==> src/rtl/mux_stream_arb.sv <==
// N-channel registered stream mux, fixed-select or round-robin; optional STAT_CNT_EN adds xfer_cnt.
// Latency: 1 cycle from input accept to out_valid; full throughput of 1 beat/cycle.
// Backpressure: out_valid & !out_ready holds the output register and drops every in_ready.
module mux_stream_arb #(
    parameter int WIDTH = 8,
    parameter int N     = 8,
    parameter int SELW  = 3,
    parameter int CNT_W = 16
) (
    input  logic               clk,
    input  logic               rst_n,
    input  logic [N*WIDTH-1:0] in_data,
    input  logic [N-1:0]       in_valid,
    output logic [N-1:0]       in_ready,
    input  logic               mode,
    input  logic [SELW-1:0]    sel,
    output logic [WIDTH-1:0]   out_data,
    output logic               out_valid,
    input  logic               out_ready,
    output logic [SELW-1:0]    out_chan
`ifdef STAT_CNT_EN
    ,
    output logic [CNT_W-1:0]   xfer_cnt
`endif
);

    // Channel index must cover exactly N channels; counter needs at least one bit.
    if (SELW != $clog2(N) || N < 2 || CNT_W < 1) begin : g_param_chk
        $error("mux_stream_arb: bad parameters");
    end

    logic [WIDTH-1:0] out_data_q, out_data_d;
    logic [SELW-1:0]  out_chan_q, out_chan_d;
    logic             out_valid_q, out_valid_d;
    logic [SELW-1:0]  rr_ptr_q, rr_ptr_d;

    logic             load_en;
    logic             g_ok;
    int               gidx;
    int               idx;
    logic             accept;

    // Grant: fixed select (only if in range) or first valid channel from rr_ptr, wrapping at N.
    always_comb begin
        g_ok = 1'b0;
        gidx = 0;
        idx  = 0;
        if (!mode) begin
            if (int'(sel) < N) begin
                g_ok = 1'b1;
                gidx = int'(sel);
            end
        end else begin
            for (int k = 0; k < N; k++) begin
                idx = int'(rr_ptr_q) + k;
                if (idx >= N) idx = idx - N;
                if (!g_ok && in_valid[idx]) begin
                    g_ok = 1'b1;
                    gidx = idx;
                end
            end
        end
    end

    // Ready to the granted channel only when the output stage can load; silent in reset.
    always_comb begin
        load_en  = !out_valid_q || out_ready;
        in_ready = '0;
        if (rst_n && load_en && g_ok) in_ready[gidx] = 1'b1;
        accept   = load_en && g_ok && in_valid[gidx];
    end

    // Next state for the output register and round-robin pointer.
    always_comb begin
        out_data_d  = out_data_q;
        out_chan_d  = out_chan_q;
        out_valid_d = out_valid_q;
        rr_ptr_d    = rr_ptr_q;
        if (load_en) begin
            out_valid_d = accept;
            if (accept) begin
                out_data_d = in_data[gidx*WIDTH +: WIDTH];
                out_chan_d = SELW'(gidx);
                if (mode) rr_ptr_d = (gidx == N - 1) ? '0 : SELW'(gidx + 1);
            end
        end
    end

    // State registers; a held beat is discarded by reset.
    always_ff @(posedge clk or negedge rst_n) begin
        if (!rst_n) begin
            out_data_q  <= '0;
            out_chan_q  <= '0;
            out_valid_q <= 1'b0;
            rr_ptr_q    <= '0;
        end else begin
            out_data_q  <= out_data_d;
            out_chan_q  <= out_chan_d;
            out_valid_q <= out_valid_d;
            rr_ptr_q    <= rr_ptr_d;
        end
    end

    assign out_data  = out_data_q;
    assign out_chan  = out_chan_q;
    assign out_valid = out_valid_q;

`ifdef STAT_CNT_EN
    logic [CNT_W-1:0] xfer_cnt_q, xfer_cnt_d;

    // Count beats leaving the output register; wraps naturally.
    always_comb begin
        xfer_cnt_d = xfer_cnt_q;
        if (out_valid_q && out_ready) xfer_cnt_d = xfer_cnt_q + 1'b1;
    end

    // Counter register.
    always_ff @(posedge clk or negedge rst_n) begin
        if (!rst_n) xfer_cnt_q <= '0;
        else        xfer_cnt_q <= xfer_cnt_d;
    end

    assign xfer_cnt = xfer_cnt_q;
`endif

endmodule

==> config.mk <==
export PLATFORM = sky130hd
export DESIGN_NAME = mux_stream_arb
export DESIGN_NICKNAME = d
export VERILOG_FILES = /design/src/rtl/mux_stream_arb.sv
export SDC_FILE = /design/constraint.sdc
export NUM_CORES = 1
export LEC_CHECK = 0
export CORE_MARGIN = 2
export CORE_UTILIZATION = 45
export CTS_CLUSTER_DIAMETER = 150
export CTS_CLUSTER_SIZE = 30
export DETAILED_ROUTE_END_ITERATION = 6
export PLACE_DENSITY = 0.82
export SKIP_LAST_GASP = 1
export SYNTH_ARGS = -nofsm -noshare
export SYNTH_HDL_FRONTEND = slang
export SYNTH_SLANG_ARGS = --single-unit
==> constraint.sdc <==
create_clock -name clk -period 16.8 [get_ports clk]
set_input_delay 5.04 -clock clk [delete_from_list [all_inputs] [get_ports clk]]
set_output_delay 5.04 -clock clk [all_outputs]
set_load 0.01 [all_outputs]
==> results.cfg <==
[status]
status = completed

[critical_path]
cp.depth = 12
path_cells = clkdlybuf4s50_1 > mux4_2 > a311oi_1 > a22oi_1 > or3_4 > or4b_4 > o2111ai_4 > buf_4 > nor2b_1 > nand2_1 > a21oi_1 > clkdlybuf4s50_1
crit_path_start = in_valid[7]
critPathArrivalTime_ns = 9.51
endpoint_kind = primary output
crit_buf_inv = 3
cp_top_family = buffers and inverters
cp.required_ns = 11.76
criticalPathCategory = in2out
critical_path.slowest_cell = mux4_2
worstSetupStartpointType = input pin
crit_top_cell = clkdlybuf4s50_1
cpPeakStageDelay_ns = 0.57
r2r_slack_ns = 10.54
r2r_cells = 12
r2r-end = out_chan[0]
r2r_start = rr_ptr_q[0]
critPathCapture = in_ready[1]
critPathMaxFanout = 43

[synthesis]
ys_warn_count = 0
synth_top_cell_by_area = mux2i_1
syn-instance-count = 282
async_reset_ff_frac = 1.000
synth-seq-area-share = 0.1451
synth_edf_count = 0
ys_dominant_reg_cell = dfrtp_1
syn_area_mm2 = 0.002587
synth_nets = 371
yosys.cell_count.top_type = mux2i_1
synth_area_leaders = mux2i_1 (25%), dfrtp_1 (15%), mux4_2 (9.6%), ha_1 (4.8%), a221oi_1 (4.4%)
synth_top_area_share = 0.2476
netlist_top_cells_count = mux2i_1 (64), inv_1 (19), nand2_1 (16)
synth.distinct_cells = 57
synth_seq_cells = 15
avgSynthCellArea_um2 = 9.175

[routing]
final_antenna_net_count = 0
vias = 2664
firstDrtPassIters = 5
drtIter0Drc = 305
post-route-drc-count = 0
routedWlPerCell_um = 17.03
viasPerCell = 6.041
finalWirelength_mm = 7.511

[timing]
final_max_slew_viol_count = 0
worstMarginPinSlew_ns = 0.8411
min_period_ns = 14.55
max_freq_mhz = 68.71
relSlewSlack = 0.4393
rsz0062_at_grt = no
fin_tns_setup_ns = 0
hold_viol = 0
period_share = 0.8663
skew_ns = 0.001651
final-setup-viol-count = 0

[floorplanning]
coreArea_mm2 = 0.005540
die_area_mm2 = 0.006373
die-height_um = 79.83
rows = 27
fp.dieW_um = 79.83
start_util = 0.4670
ioPinCount = 99

[cells_and_area]
area_growth_pct = 39.46
drive_gt1_frac = 0.08943
regArea_um2 = 375.4
antenna_cells = 0
finish.utilization = 0.6513
fin_cells = 441
final.fill_count = 482
num-nets-final = 459
multi_input_comb_area_mm2 = 0.002022

[pwr]
intPower_w = 0.0003775
power.share.switching = 0.5066
power_leakage_nw = 1.513
combPwrFrac = 0.846
seq_power_share = 0.116
powerDensity_mw_per_mm2 = 212.0
vdd_drop_max_mv = 0.1006
net-switching-power_w = 0.0003875
p_clk_frac = 0.038

[cts]
tritoncts = yes
htree_num_levels = 1
postCtsSetupBuffers = 0
clkTransAtPathRegs_ns = 0.06
clock-sinks = 15
numCtsBuffers = 3
clkLatencyLatePin_ns = 0.25
cts_max_path_buffers = 2
post_cts_resized = 0
cts_hold_buf = 0
cts-root-buf = clkbuf_8

[global_routing]
grt_pass1_wl_mm = 12.32
grt_max_degree = 44
track_usage = 0.2444
grt_pass1_vias = 2633
antenna_found_initial = 0
grt-ovfl-total = 0

[placed_design]
dp.cells = 437
dp_hpwl_mm = 5.948
gp_congestion = 0.9836
io_buffers = 98

[job]
drv_cap = 0

[worst_hold_path]
hold_class = reg2reg
==> cells in the final DEF, fill, tap and decap left out, types with 4 or more instances in the layout <==
master and instances:
clkdlybuf4s50_1 98, mux2i_1 64, inv_1 19, nand2_1 16
dfrtp_1 15, o21ai_0 14, nor2_1 13, a221oi_1 13
mux4_2 11, ha_1 10, mux2_1 9, a21oi_1 8
nor2b_1 5, a22oi_1 5, and2_1 4, mux2_2 4
nand2b_1 4
==> flip-flops by register name, summed over array words and instances, names as in the netlist <==
| signal | count |
|---|---|
| out_data | 8 |
| out_chan | 3 |
| rr_ptr_q | 3 |
| out_valid | 1 |
==> cell type report <==
type | instances | area share
Clock buffer | 3 | 0.01144
Clock inverter | 1 | 0.001387
Inverter | 21 | 0.02184
Multi-Input combinational cell | 229 | 0.5603
Sequential cell | 15 | 0.1040
Tap cell | 72 | 0.02497
Timing Repair Buffer | 100 | 0.2760
==> per-layer routing <==
layer / routed length [um] / global-route usage
met5: 0 / 0
met4: 165 / 0.09492
met3: 723 / 0.05769
met2: 3667 / 0.4202
met1: 2954 / 0.2941
==> per-stage QoR <==
stage,hold WS [ns],power (W),setup slack (ns),instance area (um2)
6_report,0.5037,0.0007650,2.246,3608
3_3_place_gp,0.4797,0.0007287,2.267,3562
5_1_grt,0.5325,0.0008349,2.000,3608
3_5_place_dp,0.4888,0.0007321,2.237,3562
2_1_floorplan,0.5273,0.0005886,3.971,2587
4_1_cts,0.5068,0.0007627,2.238,3608
==> power by group through the flow <==
stage,Combinational [W],Sequential [W],Clock (W)
floorplan,0.000512,0.0000767,0
global placement,0.000639,0.0000897,0
detailed placement,0.000643,0.0000889,0
CTS,0.000644,0.0000887,0.0000295
global route,0.000711,0.0000930,0.0000313
finish,0.000647,0.0000885,0.0000292
==> logic make-up (layout without fill, tap and decap cells) <==
| family | count (synthesis) | after routing | share of synthesized area |
|---|---|---|---|
| xor+xnor | 4 | 4 | 0.01354 |
| simple gates | 64 | 64 | 0.1320 |
| flops | 15 | 15 | 0.1451 |
| fa+ha+maj | 10 | 10 | 0.04836 |
| mux | 89 | 89 | 0.4057 |
| buf+inv | 38 | 125 | 0.07350 |
| compound gates | 62 | 62 | 0.1818 |
==> how the worst min path moves through the flow <==
stage / depth (start not counted) / slack [ns] / to / startpoint
after CTS: 1 / 0.51 / out_chan[1] / out_chan[1]
after detailed placement: 1 / 0.49 / out_chan[1] / out_chan[1]
final: 1 / 0.50 / out_chan[1] / out_chan[1]
after global routing: 1 / 0.53 / out_chan[1] / out_chan[1]
after global placement: 1 / 0.48 / out_chan[0] / out_chan[0]
after floorplan: 2 / 0.53 / out_valid / out_valid
(Power assumes the default switching activity.)
